## src/rtl/program_loader_pkg.sv

```systemverilog
// Shared definitions for the serial program loader.
// Holds the loader state encoding, the framing constants (bytes per memory
// word, header length) and a small helper that says which states take bytes.
package program_loader_pkg;

  // Loader states, in the order a normal load walks through them.
  typedef enum logic [2:0] {
    LEN_HI = 3'd0,
    LEN_LO = 3'd1,
    DATA   = 3'd2,
    CSUM   = 3'd3,
    RUN    = 3'd4,
    ERROR  = 3'd5
  } loader_state_e;

  // Bytes that make up one 32-bit memory word.
  localparam int BYTES_PER_WORD = 4;

  // Number of length bytes that precede the payload.
  localparam int HEADER_LEN = 2;

  // True in the states where the host link may deliver a byte.
  function automatic logic accepts_bytes(input loader_state_e s);
    return (s == LEN_HI) || (s == LEN_LO) || (s == DATA) || (s == CSUM);
  endfunction

endpackage

```

## src/rtl/word_assembler.sv

```systemverilog
// Byte-to-word assembler for the program loader.
// Collects BYTES_PER_WORD bytes big-endian (first byte lands in bits 31:24).
// Ports:
//   clock, reset   - clock and asynchronous active-high reset
//   clear          - synchronous restart of the byte counter
//   byte_valid     - byte_in is accepted this cycle
//   byte_in        - incoming payload byte
//   word_out       - assembled word; valid while word_valid is high
//   word_valid     - high on the cycle the last byte of a word is accepted
module word_assembler
  import program_loader_pkg::*;
(
  input  logic        clock,
  input  logic        reset,
  input  logic        clear,
  input  logic        byte_valid,
  input  logic [7:0]  byte_in,
  output logic [31:0] word_out,
  output logic        word_valid
);

  localparam int CNT_W = $clog2(BYTES_PER_WORD);
  localparam logic [CNT_W-1:0] LAST_BYTE = CNT_W'(BYTES_PER_WORD - 1);

  logic [CNT_W-1:0] byte_count;
  logic [23:0]      shift_reg;

  // Shift earlier bytes toward the top of the word; the counter wraps to 0
  // after the last byte so the next word starts cleanly with no idle cycle.
  always_ff @(posedge clock or posedge reset) begin
    if (reset) begin
      byte_count <= '0;
      shift_reg  <= '0;
    end else if (clear) begin
      byte_count <= '0;
      shift_reg  <= '0;
    end else if (byte_valid) begin
      byte_count <= byte_count + 1'b1;
      shift_reg  <= {shift_reg[15:0], byte_in};
    end
  end

  // The last byte is taken straight from the input so the complete word is
  // available in the same cycle it is accepted.
  assign word_valid = byte_valid && (byte_count == LAST_BYTE);
  assign word_out   = {shift_reg, byte_in};

endmodule

```

## src/rtl/program_loader.sv

```systemverilog
// Serial program loader.
// Receives a framed program over a byte link (16-bit big-endian word count,
// payload words, XOR checksum byte), writes the words into memory starting at
// BASE_ADDR, then releases the CPU and hands it the memory bus.
// Ports:
//   clock, reset              - clock and asynchronous active-high reset
//   in_data/in_valid/in_ready - byte stream from the host (valid/ready)
//   load_req                  - restart a load from RUN or ERROR
//   cpu_address/cpu_data_out/cpu_we - CPU bus, forwarded to memory in RUN
//   mem_address/mem_data/mem_we     - memory write port
//   cpu_reset                 - held high until a load completes correctly
//   load_error                - high while parked after a checksum mismatch
module program_loader
  import program_loader_pkg::*;
#(
  parameter logic [15:0] BASE_ADDR = 16'h0000
) (
  input  logic        clock,
  input  logic        reset,
  input  logic [7:0]  in_data,
  input  logic        in_valid,
  output logic        in_ready,
  input  logic        load_req,
  input  logic [15:0] cpu_address,
  input  logic [31:0] cpu_data_out,
  input  logic        cpu_we,
  output logic [15:0] mem_address,
  output logic [31:0] mem_data,
  output logic        mem_we,
  output logic        cpu_reset,
  output logic        load_error
);

  loader_state_e state, next_state;

  logic        accept;
  logic        restart;
  logic        last_word;
  logic [7:0]  len_hi;
  logic [7:0]  xor_acc;
  logic [15:0] word_count;
  logic [15:0] word_idx;
  logic        ld_we;
  logic [15:0] ld_addr;
  logic [31:0] ld_data;
  logic        cpu_reset_r;
  logic [31:0] asm_word;
  logic        asm_valid;

  assign in_ready   = accepts_bytes(state);
  assign accept     = in_valid && in_ready;
  assign restart    = load_req && ((state == RUN) || (state == ERROR));
  assign last_word  = (word_idx == (word_count - 16'd1));
  assign load_error = (state == ERROR);
  assign cpu_reset  = cpu_reset_r;

  word_assembler u_assembler (
    .clock      (clock),
    .reset      (reset),
    .clear      (restart),
    .byte_valid (accept && (state == DATA)),
    .byte_in    (in_data),
    .word_out   (asm_word),
    .word_valid (asm_valid)
  );

  // State register.
  always_ff @(posedge clock or posedge reset) begin
    if (reset) begin
      state <= LEN_HI;
    end else begin
      state <= next_state;
    end
  end

  // Next-state logic. A zero word count skips straight to the checksum byte;
  // load_req only matters once the loader has finished (RUN or ERROR).
  always_comb begin
    next_state = state;
    case (state)
      LEN_HI: begin
        if (accept) next_state = LEN_LO;
      end
      LEN_LO: begin
        if (accept) next_state = ({len_hi, in_data} == 16'd0) ? CSUM : DATA;
      end
      DATA: begin
        if (asm_valid && last_word) next_state = CSUM;
      end
      CSUM: begin
        if (accept) next_state = (in_data == xor_acc) ? RUN : ERROR;
      end
      RUN, ERROR: begin
        if (load_req) next_state = LEN_HI;
      end
      default: next_state = LEN_HI;
    endcase
  end

  // Loader datapath. The memory write is registered one cycle behind the
  // last byte of each word while the assembler already takes the next byte,
  // so the link never stalls. cpu_reset follows next_state so it drops on the
  // very edge that enters RUN and rises on the edge that leaves it.
  always_ff @(posedge clock or posedge reset) begin
    if (reset) begin
      len_hi      <= '0;
      xor_acc     <= '0;
      word_count  <= '0;
      word_idx    <= '0;
      ld_we       <= 1'b0;
      ld_addr     <= '0;
      ld_data     <= '0;
      cpu_reset_r <= 1'b1;
    end else begin
      ld_we       <= 1'b0;
      cpu_reset_r <= (next_state != RUN);

      if (restart) begin
        xor_acc  <= '0;
        word_idx <= '0;
      end

      if (accept && ((state == LEN_HI) || (state == LEN_LO) || (state == DATA))) begin
        xor_acc <= xor_acc ^ in_data;
      end

      if (accept && (state == LEN_HI)) begin
        len_hi <= in_data;
      end

      if (accept && (state == LEN_LO)) begin
        word_count <= {len_hi, in_data};
        word_idx   <= '0;
      end

      // The 16-bit sum wraps from FFFF back to 0000 on its own.
      if (asm_valid) begin
        ld_we    <= 1'b1;
        ld_addr  <= BASE_ADDR + word_idx;
        ld_data  <= asm_word;
        word_idx <= word_idx + 16'd1;
      end
    end
  end

  // Memory port: the CPU owns the bus in RUN, the loader everywhere else.
  always_comb begin
    mem_address = ld_addr;
    mem_data    = ld_data;
    mem_we      = ld_we;
    if (state == RUN) begin
      mem_address = cpu_address;
      mem_data    = cpu_data_out;
      mem_we      = cpu_we;
    end
  end

endmodule

```

## config.mk

```make
export PLATFORM = sky130hd
export DESIGN_NAME = program_loader
export DESIGN_NICKNAME = d
export VERILOG_FILES = /design/src/rtl/program_loader_pkg.sv /design/src/rtl/word_assembler.sv /design/src/rtl/program_loader.sv
export SDC_FILE = /design/constraint.sdc
export NUM_CORES = 1
export LEC_CHECK = 0
export BUFFER_PORTS_ARGS = -buffer_cell sky130_fd_sc_hd__buf_2
export CAP_MARGIN = 5
export CORE_UTILIZATION = 61
export DETAILED_ROUTE_END_ITERATION = 10
export GPL_TIMING_DRIVEN = 0
export PLACE_DENSITY_LB_ADDON = 0.12
export SETUP_SLACK_MARGIN = 0.15
export SLEW_MARGIN = 20
export SYNTH_ARGS = -nofsm -noshare
export SYNTH_HDL_FRONTEND = slang
export SYNTH_HIERARCHICAL = 1
export SYNTH_SLANG_ARGS = --single-unit
```

## constraint.sdc

```tcl
create_clock -name clock -period 9.1 [get_ports clock]
set_input_delay 1.365 -clock clock [delete_from_list [all_inputs] [get_ports clock]]
set_output_delay 1.365 -clock clock [all_outputs]
set_load 0.02 [all_outputs]
```

==> flow_summary.json, run 1 <==
{
  "status": "finished, final reports clean",
  "core_um2": 10370,
  "worstMarginPinSlew_ns": 0.9416,
  "slew-limit-headroom": 0.3684,
  "cts_setup_buffers": 0,
  "power_per_cell_area_nw_per_um2": 309.0,
  "max_freq_mhz": 208.2,
  "avgRoutedWirePerCell_um": 17.70,
  "clk_latency_ns": 0.52,
  "ctsHtreeMaxLevel": 4,
  "dr.first_iter.drc_count": 283,
  "drt-total-wl_um": 14950,
  "die-area_um2": 11190,
  "setup_viol_count_final": 0,
  "fin_skew_ns": 0.006722,
  "fp.dieW_um": 105.8,
  "fill_cells": 729,
  "ir_drop_mv": 0.1902,
  "final_cell_mix": "dfrtp_1, mux2_2, buf_2",
  "overflow": 0,
  "fin_nets": 760,
  "grt_pass1_wl_um": 24390,
  "clk_pin_slew_ns": 0.06,
  "critPathRequiredTime_ns": 7.74,
  "dr.pass1.iters": 5,
  "end_kind": "primary output",
  "report.final.slew_viol_count": 0,
  "rsz0062_at_grt": "no",
  "die_y_um": 105.8,
  "cts_tree": "done",
  "synth-warning-count": 6,
  "diodes": 0,
  "vias": 4847,
  "r2r_slack_ns": 5.98,
  "antenna_found_initial": 0,
  "portBuffers": 112,
  "hold_viol": 0,
  "cap_violations": 0,
  "synthCells": 564,
  "grt_max_degree": 74,
  "period_needed_ns": 4.803,
  "grt_pass1_vias": 5075,
  "post-route-period-util": 0.5278,
  "ys_seq_elements": 127,
  "p_leak_nw": 3.783,
  "hold_path.class": "reg2reg",
  "drc": 0,
  "syn-num-nets": 628,
  "final_antenna_net_count": 0,
  "hold_slack_ns": 0.5047,
  "cts_inserted_buffers": 17,
  "clockRootBuffer": "clkbuf_8",
  "critical_path.max_fanout": 10,
  "drive_gt1_frac": 0.4090,
  "start_util": 0.6338,
  "viasPerCell": 5.736,
  "critPathLaunchType": "register",
  "synth.distinct_cells": 50,
  "place_hpwl_um": 10380,
  "largest_reg_flops": 32,
  "clockBufferDepth": 2,
  "fin_tns_setup_ns": 0,
  "gp_congestion": 0.8750,
  "syn_area_per_cell_um2": 11.65,
  "syn_to_final_growth_pct": 20.46,
  "seq_area_frac_synth": 0.4837,
  "cp_data_arrival_time_ns": 3.44,
  "cts_resized": 0,
  "cts-hold-fix-buffers": 0,
  "syn-cell-area_um2": 6573,
  "cts_sinks": 127,
  "critPathKind": "reg2out",
  "track_usage": 0.2861,
  "io_pins": 113,
  "rows": 37,
  "layout_commonest_cell": "dfrtp_1"
}
Yosys cell counts (all sizes together):
cell | instances | area [µm²]
buf | 20 | 163.9
o21ai | 28 | 140.1
and3b | 1 | 10.01
ha | 3 | 37.54
xor2 | 17 | 148.9
o311ai | 2 | 17.52
nand3 | 5 | 25.02
and2 | 5 | 31.28
a21oi | 3 | 15.01
a31o | 1 | 8.760
inv | 10 | 37.54
a31oi | 2 | 12.51
and4b | 1 | 10.01
a22o | 15 | 131.4
xnor2 | 25 | 219.0
a41oi | 2 | 17.52
nand2 | 17 | 63.81
dfstp | 1 | 26.28
nand3b | 1 | 7.510
nand4b | 2 | 17.52
or4 | 3 | 26.27
nand2b | 13 | 81.33
a32oi | 1 | 8.760
nor3 | 8 | 40.04
and4 | 2 | 17.52
nor4 | 12 | 81.33
clkbuf | 24 | 90.09
a221oi | 1 | 8.760
o211ai | 1 | 7.510
o41ai | 1 | 16.27
and3 | 2 | 12.51
a21o | 1 | 7.510
nor3b | 2 | 15.01
mux2i | 25 | 250.2
nor2b | 5 | 31.28
nand4 | 8 | 50.05
dfrtp | 126 | 3153
nor2 | 45 | 171.4
or3 | 5 | 33.78
mux2 | 118 | 1329
worst max-delay path, stage by stage (launching register included):
cell,delay (ns)
dfrtp_1,0.37
clkbuf_1,0.22
nand2b_1,0.22
nor2_1,0.45
buf_1,0.61
buf_1,0.48
mux2_2,0.39
buf_2,0.16
path summary, 6_finish.rpt:
kind	to	from	depth (start not counted)
max	mem_address[9]	state[1]	7
min	ld_addr[13]	ld_addr[13]	1
max reg2reg	ld_data[28]	state[2]	8
min reg2reg	ld_addr[13]	ld_addr[13]	1
max in group asynchronous	cpu_reset	reset	3
min in group asynchronous	ld_data[25]	reset	2
stage by stage:
| stage | util | setup slack (ns) | instances | instance area [µm²] | power (mW) |
|---|---|---|---|---|---|
| 6_report | 0.7635 | 4.297 | 845 | 7918 | 2.446 |
| 5_1_grt | 0.7635 | 4.129 | 845 | 7918 | 2.572 |
| 4_1_cts | 0.7630 | 4.291 | 845 | 7913 | 2.453 |
| 3_5_place_dp | 0.7074 | 4.854 | 813 | 7336 | 1.779 |
| 3_3_place_gp | 0.7043 | 3.968 | 812 | 7303 | 1.730 |
| 2_1_floorplan | - | 5.090 | 564 | 6573 | 1.531 |
kinds of logic after synthesis:
logic type	share of synthesized area
AOI/OAI and AO/OA	0.05959
xor gates and xnor gates	0.05597
adders and majority gates	0.005712
buffers and inverters	0.04436
DFF	0.4837
muxes	0.2402
and+or+nand+nor	0.1104
layout make-up:
type / count / area, µm² / share of cell area
Timing Repair Buffer: 113 / 588.1 / 0.07427
Multi-Input combinational cell: 383 / 3107 / 0.3924
Tap cell: 136 / 170.2 / 0.02149
Sequential cell: 127 / 3179 / 0.4015
Clock inverter: 15 / 162.7 / 0.02054
Buffer: 44 / 254.0 / 0.03208
Inverter: 10 / 42.54 / 0.005373
Clock buffer: 17 / 414.1 / 0.05231
per-layer routing:
layer / vias to the layer above / GRT usage / wire length [µm]
met1: 2377 / 0.3347 / 6129
met2: 162 / 0.4991 / 7630
met3: 37 / 0.05133 / 748
met4: 0 / 0.1538 / 446
li1: 2271 / - / -
met5: - / 0 / 0
power breakdown:
group / total [mW] / internal (mW) / switching (mW)
sequential: 0.922 / 0.759 / 0.163
combinational: 0.868 / 0.409 / 0.459
clock: 0.657 / 0.393 / 0.264
total: 2.45 / 1.56 / 0.886
Power figures use the tool's default switching activity.
==> run 2: changes to the inputs <==
--- a/config.mk
+++ b/config.mk
@@ -7,7 +7,7 @@
 export LEC_CHECK = 0
 export BUFFER_PORTS_ARGS = -buffer_cell sky130_fd_sc_hd__buf_2
 export CAP_MARGIN = 5
-export CORE_UTILIZATION = 61
+export CORE_UTILIZATION = 51
 export DETAILED_ROUTE_END_ITERATION = 10
 export GPL_TIMING_DRIVEN = 0
 export PLACE_DENSITY_LB_ADDON = 0.12
==> constraint.sdc (replaced) <==
create_clock -name clock -period 4.4 [get_ports clock]
set_input_delay 0.66 -clock clock [delete_from_list [all_inputs] [get_ports clock]]
set_output_delay 0.66 -clock clock [all_outputs]
set_load 0.02 [all_outputs]
==> flow_summary.json, run 2 (synthesis results as in run 1) <==
{
  "hold_viol": 0,
  "end_kind": "primary output",
  "p_int_mw": 3.256,
  "drt-total-wl_um": 14670,
  "antenna_found_initial": 0,
  "syn_to_final_growth_pct": 21.30,
  "die_y_um": 115.5,
  "vias": 4780,
  "final_cell_mix": "dfrtp_1, mux2_2, buf_2",
  "fin_nets": 760,
  "critPathLaunchType": "register",
  "final_antenna_net_count": 0,
  "avgRoutedWirePerCell_um": 16.65,
  "die-area_um2": 13340,
  "crit_top_cell": "buf_1",
  "place_hpwl_um": 10430,
  "power_per_cell_area_nw_per_um2": 633.9,
  "status": "finished, final reports clean",
  "report.final.slew_viol_count": 0,
  "rows": 41,
  "drc": 0,
  "critical_path_buf_inv_count": 4,
  "post-route-period-util": 0.9186,
  "combinationalPowerShare": 0.350,
  "io_pins": 113,
  "slew-limit-headroom": 0.3129,
  "fin_skew_ns": 0.006483,
  "r2r_end": "ld_data[1]",
  "viasPerCell": 5.426,
  "cts_setup_buffers": 0,
  "period_needed_ns": 4.042,
  "hold_slack_ns": 0.2649,
  "rsz0062_at_grt": "no",
  "cap_violations": 0,
  "dr.first_iter.drc_count": 242,
  "cpPeakStageDelay_ns": 0.75,
  "gp_congestion": 0.8259,
  "critPathSlowestCell": "buf_1",
  "overflow": 0,
  "post-route-util": 0.6343,
  "track_usage": 0.2352,
  "seqPwrFrac": 0.376,
  "crit_family": "buffers and inverters",
  "critPathRequiredTime_ns": 3.74,
  "r2r_slack_ns": 1.16,
  "clockRootBuffer": "clkbuf_16",
  "cts_resized": 0,
  "cts_inserted_buffers": 17,
  "largest_reg_flops": 32,
  "dr.pass1.iters": 4,
  "critPathKind": "reg2out",
  "cts_tree": "done",
  "max_freq_mhz": 247.4,
  "crit_chain": "clkbuf_1 -> nand2b_1 -> nor2_1 -> buf_1 -> buf_1 -> mux2_2 -> buf_2",
  "diodes": 0,
  "drive_gt1_frac": 0.4076,
  "ir_drop_mv": 0.3217,
  "start_util": 0.5229,
  "fin_tns_setup_ns": 0,
  "worstMarginPinSlew_ns": 1.023,
  "crit_start": "state[1]",
  "setup_viol_count_final": 0,
  "clk_latency_ns": 0.41,
  "ff2ff_path_depth": 8,
  "hold_path.class": "in2async",
  "clockBufferDepth": 2,
  "cp_data_arrival_time_ns": 3.38,
  "finalPower_mw": 5.054,
  "p_leak_nw": 3.785,
  "portBuffers": 112,
  "fp.dieW_um": 115.5,
  "clk_pin_slew_ns": 0.06,
  "cts_sinks": 127,
  "p_sw_frac": 0.3558,
  "ctsHtreeMaxLevel": 4,
  "critical_path.max_fanout": 10,
  "grt_pass1_wl_um": 23790,
  "grt_pass1_vias": 4695,
  "grt_max_degree": 59,
  "clkPwrFrac": 0.274,
  "cts-hold-fix-buffers": 0,
  "p_sw_mw": 1.798,
  "r2r-start": "state[1]",
  "layout_commonest_cell": "dfrtp_1",
  "core_um2": 12570
}
-- run 2: cell types whose count changed in the layout (fill, tap and decap cells not counted) --
cell,delta
clkinv_2,-1
clkbuf_8,-1
clkbuf_1,+1
clkbuf_16,+1
-- run 2: worst max path at each step --
stage,depth (start not counted),end,slack [ns]
5_1_grt,7,mem_address[6],0.22
3_3_place_gp,2,word_count[13],-0.08
6_report,7,mem_address[6],0.36
3_5_place_dp,7,mem_address[6],0.77
2_1_floorplan,1,ld_addr[0],1.09
4_1_cts,7,mem_address[6],0.32
-- run 2: through the flow --
stage | std cells | cell area (µm²) | setup slack [ns]
floorplan | 564 | 6573 | 1.095
global placement | 848 | 7348 | -0.07984
detailed placement | 849 | 7381 | 0.7667
CTS | 881 | 7968 | 0.3248
global route | 881 | 7973 | 0.2152
finish | 881 | 7973 | 0.3580
-- run 2: per-layer routing --
layer,vias to the layer above,share of wire,track usage
li1,2254,-,-
met1,2397,0.45,0.3066
met2,110,0.50,0.3968
met3,19,0.040,0.04184
met4,0,0.013,0.07879
met5,-,0,0
-- run 2: layout make-up --
class	instances	area, µm²
fillers	1022	4596
flip-flops and latches	127	3179
multi-input cells	383	3107
repair buffers	113	588.1
clock buffers	18	429.2
plain buffers	44	254.0
well taps	172	215.2
clock inverters	14	157.7
inverters	10	42.54
-- run 2: power groups by stage --
stage	Sequential [mW]	Clock (mW)	Combinational, mW
after floorplan	1.79	0	1.38
after global placement	1.90	0	1.69
after detailed placement	1.92	0	1.76
after CTS	1.90	1.41	1.77
after global routing	1.95	1.46	1.94
final	1.90	1.38	1.77
==> run 3: changes to the inputs <==
--- a/config.mk
+++ b/config.mk
@@ -5,12 +5,13 @@
 export SDC_FILE = /design/constraint.sdc
 export NUM_CORES = 1
 export LEC_CHECK = 0
-export BUFFER_PORTS_ARGS = -buffer_cell sky130_fd_sc_hd__buf_2
+export BUFFER_PORTS_ARGS = -buffer_cell sky130_fd_sc_hd__buf_4
 export CAP_MARGIN = 5
 export CORE_UTILIZATION = 51
 export DETAILED_ROUTE_END_ITERATION = 10
 export GPL_TIMING_DRIVEN = 0
 export PLACE_DENSITY_LB_ADDON = 0.12
+export RECOVER_POWER = 50
 export SETUP_SLACK_MARGIN = 0.15
 export SLEW_MARGIN = 20
 export SYNTH_ARGS = -nofsm -noshare
==> flow_summary.json, run 3 (synthesis results as in run 1) <==
{
  "cp_data_arrival_time_ns": 3.36,
  "rows": 41,
  "grt_pass1_vias": 4727,
  "fin_nets": 760,
  "cts_resized": 0,
  "die_y_um": 115.5,
  "cts_sinks": 127,
  "io_pins": 113,
  "route.top_layer_used": "met4",
  "crit_top_cell": "buf_1",
  "post-route-period-util": 0.9130,
  "diodes": 0,
  "clockRootBuffer": "clkbuf_16",
  "cts_inserted_buffers": 17,
  "dpl-instance-area_um2": 7661,
  "viasPerCell": 5.377,
  "p_leak_nw": 3.828,
  "clockBufferDepth": 2,
  "wl_met1_um": 6651,
  "critical_path.max_fanout": 10,
  "largest_reg_flops": 32,
  "layout_commonest_cell": "dfrtp_1",
  "violations": "max-capacitance violations, max-slew violations",
  "end_kind": "primary output",
  "hold_path.class": "in2async",
  "met3_length_um": 527,
  "vias": 4737,
  "ctsHtreeMaxLevel": 4,
  "avgRoutedWirePerCell_um": 16.93,
  "drive_gt1_frac": 0.4006,
  "grt_pass1_wl_um": 24300,
  "cts_tree": "done",
  "placedCellCount": 849,
  "crit_family": "buffers and inverters",
  "cpPeakStageDelay_ns": 0.68,
  "setup_viol_count_final": 0,
  "drc": 0,
  "start_util": 0.5229,
  "critPathRequiredTime_ns": 3.74,
  "status": "complete, but fails checks",
  "crit_chain": "clkbuf_1 -> nand2b_1 -> nor2_1 -> buf_1 -> buf_1 -> mux2_2 -> buf_4",
  "worstMarginPinSlew_ns": 1.873,
  "clk_latency_ns": 0.42,
  "grt_max_degree": 61,
  "syn_to_final_growth_pct": 25.43,
  "final-instance-count-excl-fill": 881,
  "drt-total-wl_um": 14910,
  "dr.pass1.iters": 6,
  "dr.first_iter.drc_count": 198,
  "track_usage": 0.2413,
  "die-area_um2": 13340,
  "critPathSlowestCell": "buf_1",
  "portBuffers": 112,
  "critPathLaunchType": "register",
  "rsz0062_at_grt": "no",
  "overflow": 0,
  "design_area_um2": 8244,
  "core_um2": 12570,
  "gp_congestion": 0.8316,
  "wl_met2_um": 7576,
  "fp.dieW_um": 115.5,
  "max_freq_mhz": 248.9,
  "hold_viol": 0,
  "fin_skew_ns": 0.005509,
  "clk_pin_slew_ns": 0.06,
  "critical_path_buf_inv_count": 4,
  "critPathKind": "reg2out",
  "r2r_slack_ns": 0.81,
  "cts-hold-fix-buffers": 0,
  "cts_setup_buffers": 0,
  "antenna_found_initial": 0,
  "final_antenna_net_count": 0,
  "period_needed_ns": 4.017,
  "power_per_cell_area_nw_per_um2": 640.8,
  "place_hpwl_um": 10450,
  "report.final.slew_viol_count": 43,
  "final_cell_mix": "dfrtp_1, mux2_2, buf_4",
  "ir_drop_mv": 0.3986,
  "slew-limit-headroom": -0.2553,
  "cap_violations": 2
}
-- run 3: cell types whose count changed in the layout (fill, tap and decap cells not counted), sizes merged --
| cell | previous run | this run |
|---|---|---|
| buf | 133 | 127 |
| clkbuf | 42 | 47 |
| clkinvlp | 3 | 7 |
| inv | 13 | 9 |
| bufinv | 2 | 5 |
| clkinv | 6 | 4 |
-- run 3: path summary, 6_finish.rpt --
path	start	to	cells after the start
max	state[1]	mem_address[6]	7
min	reset	u_assembler/shift_reg[17]	2
max reg2reg	state[1]	ld_data[2]	8
min reg2reg	ld_addr[13]	ld_addr[13]	1
max in group asynchronous	reset	word_count[11]	3
min in group clock	ld_addr[13]	ld_addr[13]	1
-- run 3: final cells by class --
type	count	area [µm²]
fill	973	4324
multi-input combinational	383	3102
clock inverter	15	219.0
clock buffer	17	425.4
sequential	127	3179
inverter	10	38.79
timing repair buffer	113	834.6
tap	172	215.2
buffer	44	230.2
-- run 3: worst register-to-register path: stages, from the launching register on --
cell	delay (ns)
dfrtp_1	0.34
clkbuf_1	0.33
nor3b_1	0.23
clkbuf_1	0.56
buf_12	0.23
and2_0	0.26
clkbuf_1	0.56
clkbuf_1	0.56
mux2_2	0.41
-- run 3: power by group --
part / internal, mW / switching [mW]
registers: 1.57 / 0.328
clock network: 1.00 / 0.528
logic: 0.926 / 0.930
total: 3.50 / 1.79
-- run 3: through the flow --
stage                     setup TNS, ns  hold WS (ns)  power [mW]  utilization  worst slack (ns)
after global routing                  0        0.5076       5.589       0.6559            0.2051
after global placement           -7.381        0.4859       3.707       0.6070          -0.08139
final                                 0        0.4803       5.283       0.6559            0.3828
after detailed placement              0        0.4932       3.782       0.6096            0.7923
after floorplan                       0        0.4709       3.167            -             1.095
after CTS                             0        0.2628       5.339       0.6608            0.3400
-- run 3: routing by layer --
metal  global-route usage  vias up
met1               0.3101     2362
met5                    0        -
met4              0.08139        0
li1                     -     2254
met2               0.4088      107
met3              0.04707       14
